===== src/rtl/data_pack.sv =====
// data_pack
// ---------------------------------------------------------------------------
// Input-word packer for the dscope capture path. It collects LANES
// consecutive IN_W-bit beats from a narrow sample stream and emits them as
// one IN_W*LANES-bit word for the wide buffer/FIFO writers downstream.
//
// Beyond plain packing it provides:
//   - alignment restart (i_sync), which discards any partial word
//   - partial-word flush (i_flush), with PAD in the unfilled lanes and a
//     per-lane keep mask
//   - valid/ready backpressure on the output word
//
// Parameters
//   IN_W       input beat width in bits (>= 1)
//   LANES      beats per output word (>= 2)
//   MSB_FIRST  1: the first beat of a word lands in the most significant
//              lane; 0: it lands in lane 0 (the LSBs)
//   PAD        IN_W-bit value written into unfilled lanes on a flush
//
// Ports
//   clk         rising-edge clock
//   rst         asynchronous, active-high reset
//   i_sync      restart alignment; drops the partial word and this beat
//   i_flush     emit the partial word (if any), padded
//   i_data      input beat
//   i_wren      input beat valid
//   o_in_rdy    packer can accept a beat this cycle (combinational)
//   o_out_data  packed output word (registered)
//   o_out_keep  1 = lane holds real data; same lane order as o_out_data
//   o_out_vld   output word valid
//   i_out_rdy   downstream accepts the output word
//   o_lane_cnt  beats currently held in the accumulator
//
// Optional build macro
//   DATA_PACK_STAT_EN  adds o_word_cnt and o_flush_cnt, two 16-bit wrapping
//                      counters of full and partial words loaded. i_sync
//                      does not clear them.
// ---------------------------------------------------------------------------
module data_pack #(
    parameter int              IN_W      = 8,
    parameter int              LANES     = 4,
    parameter int              MSB_FIRST = 1,
    parameter logic [IN_W-1:0] PAD       = '0
) (
    input  logic                       clk,
    input  logic                       rst,
    input  logic                       i_sync,
    input  logic                       i_flush,
    input  logic [IN_W-1:0]            i_data,
    input  logic                       i_wren,
    output logic                       o_in_rdy,
    output logic [IN_W*LANES-1:0]      o_out_data,
    output logic [LANES-1:0]           o_out_keep,
    output logic                       o_out_vld,
    input  logic                       i_out_rdy,
`ifdef DATA_PACK_STAT_EN
    output logic [15:0]                o_word_cnt,
    output logic [15:0]                o_flush_cnt,
`endif
    output logic [$clog2(LANES+1)-1:0] o_lane_cnt
);

    localparam int CW = $clog2(LANES + 1);
    localparam int OW = IN_W * LANES;

    // Lane counter (0..LANES-1) and the held lanes. The final lane never
    // needs storage: the beat that fills it goes straight to the output.
    logic [CW-1:0]   cnt;
    logic [IN_W-1:0] acc [LANES-1];

    logic            in_rdy;
    logic            accept;
    logic            complete;
    logic            flush_do;
    logic            load;
    logic [CW-1:0]   eff_cnt;
    logic [IN_W-1:0] lane_val [LANES];
    logic [LANES-1:0] lane_keep;
    logic [OW-1:0]   next_data;
    logic [LANES-1:0] next_keep;

    // Handshake and control decode. A flush only counts when the packer
    // is able to take a beat, and it never turns a completing beat into a
    // partial word. The effective count includes a beat accepted in the
    // same cycle, so a flush can carry that beat out with it.
    always_comb begin
        in_rdy   = !o_out_vld || i_out_rdy;
        accept   = i_wren && in_rdy && !i_sync;
        complete = accept && (cnt == CW'(LANES - 1));
        eff_cnt  = cnt + CW'(accept);
        flush_do = i_flush && in_rdy && !i_sync && !complete && (eff_cnt != '0);
        load     = complete || flush_do;
    end

    // Build the candidate output word in logical lane order first, where
    // lane 0 holds the first beat. It is then mapped onto bit positions.
    // Lanes at or beyond the effective count get PAD and keep 0. A full
    // word has an effective count of LANES, which gives an all-ones mask.
    always_comb begin
        for (int k = 0; k < LANES; k++) begin
            lane_val[k] = PAD;
        end
        for (int k = 0; k < LANES - 1; k++) begin
            if (CW'(k) < cnt) begin
                lane_val[k] = acc[k];
            end
        end
        if (accept) begin
            for (int k = 0; k < LANES; k++) begin
                if (CW'(k) == cnt) begin
                    lane_val[k] = i_data;
                end
            end
        end
        lane_keep = '0;
        for (int k = 0; k < LANES; k++) begin
            lane_keep[k] = (CW'(k) < eff_cnt);
        end
    end

    // Map logical lanes onto output bit positions. With MSB_FIRST set,
    // logical lane 0 occupies the top IN_W bits. The keep mask follows
    // the same ordering as the data.
    always_comb begin
        next_data = '0;
        next_keep = '0;
        for (int k = 0; k < LANES; k++) begin
            if (MSB_FIRST != 0) begin
                next_data[(LANES-1-k)*IN_W +: IN_W] = lane_val[k];
                next_keep[LANES-1-k]                = lane_keep[k];
            end else begin
                next_data[k*IN_W +: IN_W] = lane_val[k];
                next_keep[k]              = lane_keep[k];
            end
        end
    end

    // Lane counter. Sync has priority and restarts alignment. A completed
    // or flushed word also restarts it. Otherwise each accepted beat
    // advances it.
    always_ff @(posedge clk or posedge rst) begin
        if (rst) begin
            cnt <= '0;
        end else if (i_sync || load) begin
            cnt <= '0;
        end else if (accept) begin
            cnt <= cnt + 1'b1;
        end
    end

    // Accumulator storage. A non-completing beat is written into the lane
    // the counter points at. Contents past the counter are don't-care,
    // because the counter masks them when the word is built.
    always_ff @(posedge clk or posedge rst) begin
        if (rst) begin
            for (int k = 0; k < LANES - 1; k++) begin
                acc[k] <= '0;
            end
        end else if (accept && !complete) begin
            for (int k = 0; k < LANES - 1; k++) begin
                if (CW'(k) == cnt) begin
                    acc[k] <= i_data;
                end
            end
        end
    end

    // Output register. A load always wins, including when the previous
    // word drains in the same cycle, so valid stays high with the new
    // word. Without a load, a completed handshake drops valid.
    always_ff @(posedge clk or posedge rst) begin
        if (rst) begin
            o_out_data <= '0;
            o_out_keep <= '0;
            o_out_vld  <= 1'b0;
        end else if (load) begin
            o_out_data <= next_data;
            o_out_keep <= next_keep;
            o_out_vld  <= 1'b1;
        end else if (o_out_vld && i_out_rdy) begin
            o_out_vld  <= 1'b0;
        end
    end

`ifdef DATA_PACK_STAT_EN
    // Statistics. These counters deliberately survive i_sync, so a capture
    // session can be realigned without losing its word totals.
    always_ff @(posedge clk or posedge rst) begin
        if (rst) begin
            o_word_cnt  <= '0;
            o_flush_cnt <= '0;
        end else begin
            if (complete) begin
                o_word_cnt <= o_word_cnt + 16'd1;
            end
            if (flush_do) begin
                o_flush_cnt <= o_flush_cnt + 16'd1;
            end
        end
    end
`endif

    assign o_in_rdy   = in_rdy;
    assign o_lane_cnt = cnt;

endmodule

===== config.mk =====
export PLATFORM = sky130hd
export DESIGN_NAME = data_pack
export DESIGN_NICKNAME = d
export VERILOG_FILES = /design/src/rtl/data_pack.sv
export SDC_FILE = /design/constraint.sdc
export NUM_CORES = 1
export LEC_CHECK = 0
export CORE_ASPECT_RATIO = 0.5
export CORE_MARGIN = 3
export CORE_UTILIZATION = 49
export DETAILED_ROUTE_END_ITERATION = 8
export HOLD_SLACK_MARGIN = 0.08
export PLACE_DENSITY = 0.75
export SYNTH_ARGS = -nofsm -noshare
export SYNTH_HDL_FRONTEND = slang
export SYNTH_SLANG_ARGS = --single-unit

===== constraint.sdc =====
create_clock -name clk -period 3.65 [get_ports clk]
set_input_delay 0.365 -clock clk [delete_from_list [all_inputs] [get_ports clk]]
set_output_delay 0.365 -clock clk [all_outputs]
set_load 0.01 [all_outputs]

# Yosys cells after proc, flatten, opt, wreduce, memory -nomap -nowiden
# Cells that the tools add are included.
totals:
  register_bits: 64
  wordCells: 54
  in_bits: 14
  out_inout_bits: 41
op_classes:
  add_sub_neg: 2
  reduce_logical: 22
  n_lt_le_gt_ge: 7
  muxes: 12
  eq_ne: 4
ops:
  columns: ["op", "n"]
  rows:
  - ["$mux 8", 7]
  - ["$mux 32", 1]
  - ["$lt 1x3->1 const A", 4]
  - ["$logic_and 1x1->1", 9]
  - ["$lt 2x3->1 const A", 3]
  - ["$eq 2x3->1 const A", 2]
  - ["$mux 3", 2]
  - ["$reduce_and 2->1", 3]
  - ["$reduce_bool 2->1", 2]
  - ["$add 3x1->3", 1]
  - ["$add 3x1->3 const B", 1]
  - ["$eq 1x3->1 const A", 1]
  - ["$eq 3x2->1 const B", 1]
  - ["$logic_not 1->1", 3]
  - ["$logic_not 3->1", 1]
  - ["$logic_or 1x1->1", 3]
  - ["$reduce_bool 3->1", 1]
  - ["$mux 1", 2]

# Longest topological paths before layout
# Gate-level depths: netlist of run 1.
depth:
  depth_word: 11
  ltp_mapped: 9
  ltp_nobuf: 7

# Worst setup path before layout of run 1
# No wires, ideal clock.
synth_timing:
  kind: "reg-to-reg"
  start: "reg o_out_vld"
  end: "reg o_out_data[10]"
  path_stages_with_launch: 10
  setup_ns: 0.125
  setup_slack_ns: 1.364
  arrival_time_ns: 2.161
  cell_sequence: "dfrtp_1 nor2b_1 buf_4 nor3_1 ha_1 xor2_1 o31ai_2 a211oi_4 buf_6 mux2_2"
synth_between:
  elab_chain_cells: 9
  word_cells_on_any_way: 14
synth_rtl:
  columns: ["element", "line", "source"]
  rows:
  - ["from (decl)", "54", "output logic o_out_vld,"]
  - ["from (signal assigned)", "175", "o_out_vld <= 1'b0;"]
  - ["from (signal assigned)", "179", "o_out_vld <= 1'b1;"]
  - ["from (signal assigned)", "181", "o_out_vld <= 1'b0;"]
  - ["$logic_not 1->1 (*)", "87", "in_rdy = !o_out_vld || i_out_rdy;"]
  - ["$logic_or 1x1->1 (*)", "87", null]
  - ["parallel branches: the longest is 7 deep, another holds $add 3x1->3", null, null]
  - ["to (signal assigned)", "177", "o_out_data <= next_data;"]
  - ["to (decl)", "52", "output logic [IN_W*LANES-1:0] o_out_data,"]
# Every way passes the cells marked *.
# A chain may end at the register's enable or synchronous reset.

# Final worst setup path of run 1
layout_timing:
  start: "reg cnt[0], in the netlist o_lane_cnt[0]"
  end: "reg o_out_data[14]"
layout_between:
  elab_chain_cells: 6
  word_cells_on_any_way: 13
layout_rtl:
  columns: ["element", "line", "source"]
  rows:
  - ["from (decl)", "68", "logic [CW-1:0] cnt;"]
  - ["from (signal assigned)", "147", "cnt <= cnt + 1'b1;"]
  - ["parallel branches: the longest is 6 deep, another holds $lt 2x3->1", null, null]
# Several ways; the timed one is not identified.

==> metrics.txt, run 1 <==
status finished clean; fillers 421; Max Cap Viol 0; Die ar. ~0.0074 mm^2; Area Overhead vs Synth 29.5%; RR Endpoint o_out_data[14]$_DFFE_PP0P_; PostCTS Resize Cnt 0; Cells after Synth roughly 230; multiplexer area fraction after synthesis 0.247; Synth Cell Area approximately 0.0031 mm^2; global-route wire length before repair around 11000 um; Sink Count 64; gpl congestion between 0.7 and 0.8; # nets final 309; CTS tree done; Setup Skew ~10 ps; Slew @ Worst Pin 699 ps; syn_area_per_cell between 10 and 15 um^2; clock transition time at the flip-flop clock pins of the worst setup and hold paths 60 ps; Crit. End Element register; WP data arrival about 3000 ps; largest net degree at the start of global routing 43; minimum clock period between 2000 and 3000 ps; # diodes 0; Fin Setup TNS 0 ps; number of hold buffers added after cts 0; number of buffers added on ports 54; Overflow after GRT 0; Syn Nets ~250; clock latency on the worst-skew pair around 340 ps; Max Slew Vio Count 0; Final HPWL DP 4680 um; routed length per placed instance 17.8 um; Distinct cells, synth ~40; Die H between 60 and 70 um; FP Rows 19; non-filler instance count after layout ~380; Synth Area in Simple Gates 0.0655; crit path max fanout 19; Final Cycle Share 0.760; CTS max path bufs 2; RSZ-0062 raised after global routing false; endpoints failing hold 0; Core Area between 0.005 and 0.006 mm^2; via count 2065; R2R setup slack slightly below 900 ps; width of the chip approximately 120 um; Crit Path Class reg -> reg; Synth Area in Adders 0.0202; CTS Buf Count 9; Hold/Removal Path Class in -> async; Multi-input gate area between 0.001 and 0.0015 mm^2; area occupied by registers roughly 0.0016 mm^2; register area share after synthesis 0.518; Fmax between 300 and 400 MHz; Final ANT Viol Nets 0; flops & latches, synth 64; crit path to o_out_data[14]$_DFFE_PP0P_; worst reg2reg path depth 8; Leakage around 1.9 nW; initial antenna violation count 0; PwrDens 585 mW/mm^2; complex-gate fraction of the synthesized area 0.0959; Synth Warn # 0; setup bufs post-CTS 0; H-tree depth 3; Post-Synth XOR/XNOR Area 0.00566; # IOs between 50 and 60; via/cell ratio between 5 and 6; CP Data Required Time between 3000 and 4000 ps; final wirelength roughly 6800 um; critical path startpoint o_lane_cnt[0]$_DFFE_PP0P_; DR iter-0 viols approximately 120; combinational family with the most area after synthesis multiplexers; Cell Count Post-Placement roughly 360; TritonRoute pass-1 iters 4; fraction of layout cells with a size suffix above 1 0.234; vias in the first global route 2186; RR Startpoint o_lane_cnt[0]$_DFFE_PP0P_; final setup violation count 0; total track usage 0.198; Starting Density 0.535; DRC violations left 0; Max-slew headroom 0.533; worst vdd ir about 0.34 mV; CTS root buf clkbuf_16; Setup crit start kind register
## layout by cell type, fill, tap and decap left out, types with 8 or more instances in the layout
| master | instances |
|---|---|
| inv_1 | 10 |
| dfrtp_1 | 64 |
| a22o_1 | 16 |
| nand2_1 | 10 |
| clkdlybuf4s50_1 | 54 |
| mux2i_1 | 16 |
| mux2_1 | 14 |
| o21ai_0 | 8 |
| mux2_4 | 8 |
| mux2_2 | 29 |
| clkbuf_16 | 9 |
## through the flow
step	power [mW]	setup WS (ps)	cell area (um^2)	util	hold slack [ps]
after global routing	2.45	630	4010	0.694	423
after CTS	2.36	897	4010	0.694	391
final	2.34	876	4010	0.694	373
after floorplan	1.21	1360	3090	-	427
after global placement	1.39	658	3680	0.637	469
after detailed placement	1.42	573	3680	0.637	477
## where the power goes
group / switching, mW / internal (mW) / total (mW) / leakage, nW
Sequential: 0.0818 / 0.852 / 0.933 / 0.847
Combinational: 0.187 / 0.283 / 0.469 / 0.942
Clock: 0.334 / 0.605 / 0.940 / 0.161
## area by class of cell
cell class	instances	share of cell area
Clock buffer	9	0.0562
Tap cell	84	0.0262
Sequential cell	64	0.400
Clock inverter	7	0.0259
Inverter	13	0.0122
Multi-Input combinational cell	143	0.335
Timing Repair Buffer	59	0.144
## cell families after synthesis
logic type | Yosys count
mux | 67
flops | 64
compound gates | 37
simple gates | 32
buf+inv | 25
fa+ha+maj | 5
xor+xnor | 2
## registers in the layout, indices dropped and copies added (netlist names)
register,flops
acc,24
o_out_data,32
o_out_vld,1
o_lane_cnt,3
o_out_keep,4
## layer usage
| metal | vias up | GRT usage | wire [um] |
|---|---|---|---|
| met4 | 0 | 0.0672 | 63 |
| met3 | 8 | 0.0762 | 305 |
| met5 | - | 0 | 0 |
| li1 | 954 | - | - |
| met1 | 1060 | 0.256 | 3200 |
| met2 | 43 | 0.307 | 3180 |
## worst min path at each step
stage                          startpoint                          to  slack [ps]  depth (start not counted)
6_report                              rst          acc[8]$_DFFE_PP0P_         370                          2
3_5_place_dp   o_out_data[15]$_DFFE_PP0P_  o_out_data[15]$_DFFE_PP0P_         480                          1
4_1_cts                               rst          acc[8]$_DFFE_PP0P_         390                          2
5_1_grt                               rst         acc[14]$_DFFE_PP0P_         420                          2
2_1_floorplan                      i_sync   o_lane_cnt[2]$_DFFE_PP0P_         430                          1
3_3_place_gp   o_out_data[13]$_DFFE_PP0P_  o_out_data[13]$_DFFE_PP0P_         470                          1
## cells in the mapped netlist, drive strengths merged
master,number,area (um^2)
nor3b,1,7.51
or2,2,12.5
nor4,1,21.3
inv,12,45.0
a21oi,3,15.0
clkbuf,3,11.3
and3,1,6.26
nand2,10,37.5
xnor2,1,8.76
clkinv,1,3.75
dfrtp,64,1600
nor3,3,15.0
a211o,2,17.5
a21o,1,7.51
a2111oi,1,15.0
nand2b,3,28.8
a211oi,2,27.5
nand4,2,12.5
ha,5,62.6
nor2b,5,31.3
xor2,1,8.76
a22o,16,140
buf,9,87.6
nor2,4,30.0
o32a,1,10.0
o21ai,9,45.0
mux2,51,604
o31ai,1,12.5
a31oi,1,6.26
mux2i,16,160
## critical path: stages, from the launching register on
cell	delay [ps]
dfrtp_1	780
inv_2	160
nor3_1	220
ha_1	190
xor2_1	300
o31ai_2	130
a211oi_4	220
buf_4	280
mux2_1	370
Note: power is estimated with default switching activity, not from simulation.
==> inputs of run 2 (changes only) <==
--- a/config.mk
+++ b/config.mk
@@ -7,7 +7,7 @@
 export LEC_CHECK = 0
 export CORE_ASPECT_RATIO = 0.5
 export CORE_MARGIN = 3
-export CORE_UTILIZATION = 49
+export CORE_UTILIZATION = 47
 export DETAILED_ROUTE_END_ITERATION = 8
 export HOLD_SLACK_MARGIN = 0.08
 export PLACE_DENSITY = 0.75
==> constraint.sdc (replaced) <==
create_clock -name clk -period 2.4 [get_ports clk]
set_input_delay 0.24 -clock clk [delete_from_list [all_inputs] [get_ports clk]]
set_output_delay 0.24 -clock clk [all_outputs]
set_load 0.01 [all_outputs]
==> run 2 against run 1 <==
Global-route usage increased by 0.56 points; routed wire length increased by 6.3%; combinational power increased by 62%; largest cell class unchanged; largest power group unchanged.
==> metrics.txt, run 2 (synthesis results as in run 1) <==
Setup crit start kind register; Final HPWL DP 5010 um (+7.0%); max FFs per register 32 (unchanged); DRC violations left 0 (unchanged); most common cell after layout, fill and taps aside dfrtp_1; CP peak stage delay 370 ps (-410 ps); Max-slew headroom 0.727 (+0.195); status finished clean; placed cell areas 0.00381 mm^2 (+3.6%); Int Pwr 2.71 mW (+56%); Final Cell Area 0.00414 mm^2 (+3.4%); Hold/Removal Path Class in -> async; crit path max fanout 19 (unchanged); number of buffers added on ports 54 (unchanged); CTS Buf Count 9 (unchanged); CTS max path bufs 2 (unchanged); Fmax 445 MHz (+24%); RR Endpoint o_out_data[25]$_DFFE_PP0P_; endpoints failing hold 0 (unchanged); Area Overhead vs Synth 33.9%; clock transition time at the flip-flop clock pins of the worst setup and hold paths 50 ps (about the same); Final ANT Viol Nets 0 (unchanged); via count 2134 (+3.3%); CP Data Required Time 2610 ps (-1260 ps); CTS root buf clkbuf_16; CTS tree done; Max Cap Viol 0 (unchanged); Switching Share 0.248 (-0.00969); Max Slew Vio Count 0 (unchanged); setup bufs post-CTS 0 (unchanged); Crit. End Element register; # IOs 55 (unchanged); Core Util, Final 0.667 (-0.0262); Clock Power Share 0.397 (-0.004); number of hold buffers added after cts 0 (unchanged); TritonRoute pass-1 iters 4 (unchanged); vias in the first global route 2261 (+3.4%); PostCTS Resize Cnt 0 (unchanged); largest net degree at the start of global routing 65 (+51%); R2R setup slack 160 ps (-720 ps); sequential share of power 0.393 (-0.005); via/cell ratio 5.40 (-0.84%); RSZ-0062 raised after global routing false; CP max-delay cell dfrtp_1; width of the chip 121 um (+2.0%); Die H 63.4 um (+1.9%); Slew @ Worst Pin 409 ps (-290 ps); WP data arrival 2450 ps (-540 ps); final wirelength 7180 um (+6.3%); Overflow after GRT 0 (unchanged); Top Registers o_out_data: 32 flops, acc: 24 flops, o_out_keep: 4 flops; Hold Slack 298 ps (-75.4 ps); initial antenna violation count 0 (unchanged); Logic pwr share 0.210 (+0.010); # diodes 0 (unchanged); fraction of layout cells with a size suffix above 1 0.264 (+0.0299); Crit Path Class reg -> reg; RR Startpoint o_out_vld$_DFFE_PP0P_; FP Rows 20 (+1); worst vdd ir 0.400 mV (+17%); H-tree depth 3 (unchanged); global-route wire length before repair 11900 um (+5.4%); final setup violation count 0 (unchanged); routed length per placed instance 18.2 um (+2.0%); Leakage 2.03 nW (+4.0%); Biggest register o_out_data; # nets final 321 (+3.9%); worst reg2reg path depth 8 (unchanged); clock latency on the worst-skew pair 330 ps (about the same); Sw Pwr 893 uW (+48%); Die ar. 0.00765 mm^2 (+3.9%); minimum clock period 2240 ps (-529 ps); DR iter-0 viols 126 (+4.1%); gpl congestion 0.872 (+9.7%); Sink Count 64 (unchanged); Setup Skew 5.24 ps (-4.58 ps); Starting Density 0.498 (-0.0370); crit-path cells nor2b_1 > nor3_1 > ha_1 > xor2_1 > o31ai_2 > a211oi_4 > buf_12 > mux2_2; total track usage 0.203 (+0.00557); PwrDens 871 mW/mm^2 (+49%); Final Cycle Share 0.935 (+0.175); commonest non-fill, non-tap cells in the layout dfrtp_1, clkdlybuf4s50_1, mux2_2; fillers 458 (+8.8%); Core Area 0.00621 mm^2 (+7.4%)
-- run 2: worst max-delay path by stage --
stage / startpoint / end / slack, ps / cells after the start
3_5_place_dp: i_wren / o_out_data[25]$_DFFE_PP0P_ / -190 / 9
2_1_floorplan: o_out_vld$_DFFE_PP0P_ / o_out_data[10]$_DFFE_PP0P_ / 110 / 9
6_report: o_out_vld$_DFFE_PP0P_ / o_out_data[25]$_DFFE_PP0P_ / 160 / 8
5_1_grt: o_out_vld$_DFFE_PP0P_ / o_out_data[25]$_DFFE_PP0P_ / 30 / 8
4_1_cts: o_out_vld$_DFFE_PP0P_ / o_out_data[25]$_DFFE_PP0P_ / 140 / 8
3_3_place_gp: i_wren / o_out_data[29]$_DFFE_PP0P_ / -70 / 9
-- run 2: power by group through the flow --
stage	Clock [mW]	Sequential (mW)	Combinational, mW
final	1.43	1.42	0.758
after global placement	0	1.42	0.735
after global routing	1.51	1.44	0.814
after CTS	1.45	1.42	0.768
after floorplan	0	1.45	0.397
after detailed placement	0	1.43	0.760
-- run 2: cell type report --
cell class,instances,area [um^2],area share
clock buffer,11,253,0.0610
clock inverter,5,78.8,0.0190
inverter,13,48.8,0.0118
multi-input combinational,143,1340,0.324
sequential,64,1600,0.387
tap,88,110,0.0266
timing repair buffer,71,706,0.170
-- run 2: stage by stage --
| stage | setup WS (ps) | std cells | TNS (ps) | power, mW |
|---|---|---|---|---|
| 2_1_floorplan | 114 | 232 | 0 | 1.85 |
| 3_3_place_gp | -74.1 | 379 | -1610 | 2.15 |
| 3_5_place_dp | -188 | 379 | -4510 | 2.19 |
| 4_1_cts | 144 | 395 | 0 | 3.64 |
| 5_1_grt | 28.0 | 395 | 0 | 3.77 |
| 6_report | 155 | 395 | 0 | 3.61 |
-- run 2: routing by layer --
layer  GRT usage  vias to the layer above  wire length, um
met4      0.0734                        0              140
li1            -                      969                -
met3      0.0574                       13              383
met5           0                        -                0
met2       0.336                       59             3480
met1       0.258                     1093             3170
-- run 2: worst max-delay path, delay by kind of cell, from the launching register on --
family	cells	cell delay, ps
and+or+nand+nor	2	340
AOI/OAI and AO/OA	2	440
xor gates and xnor gates	1	210
buffers and inverters	1	210
adders and majority gates	1	200
muxes	1	350
DFF	1	370
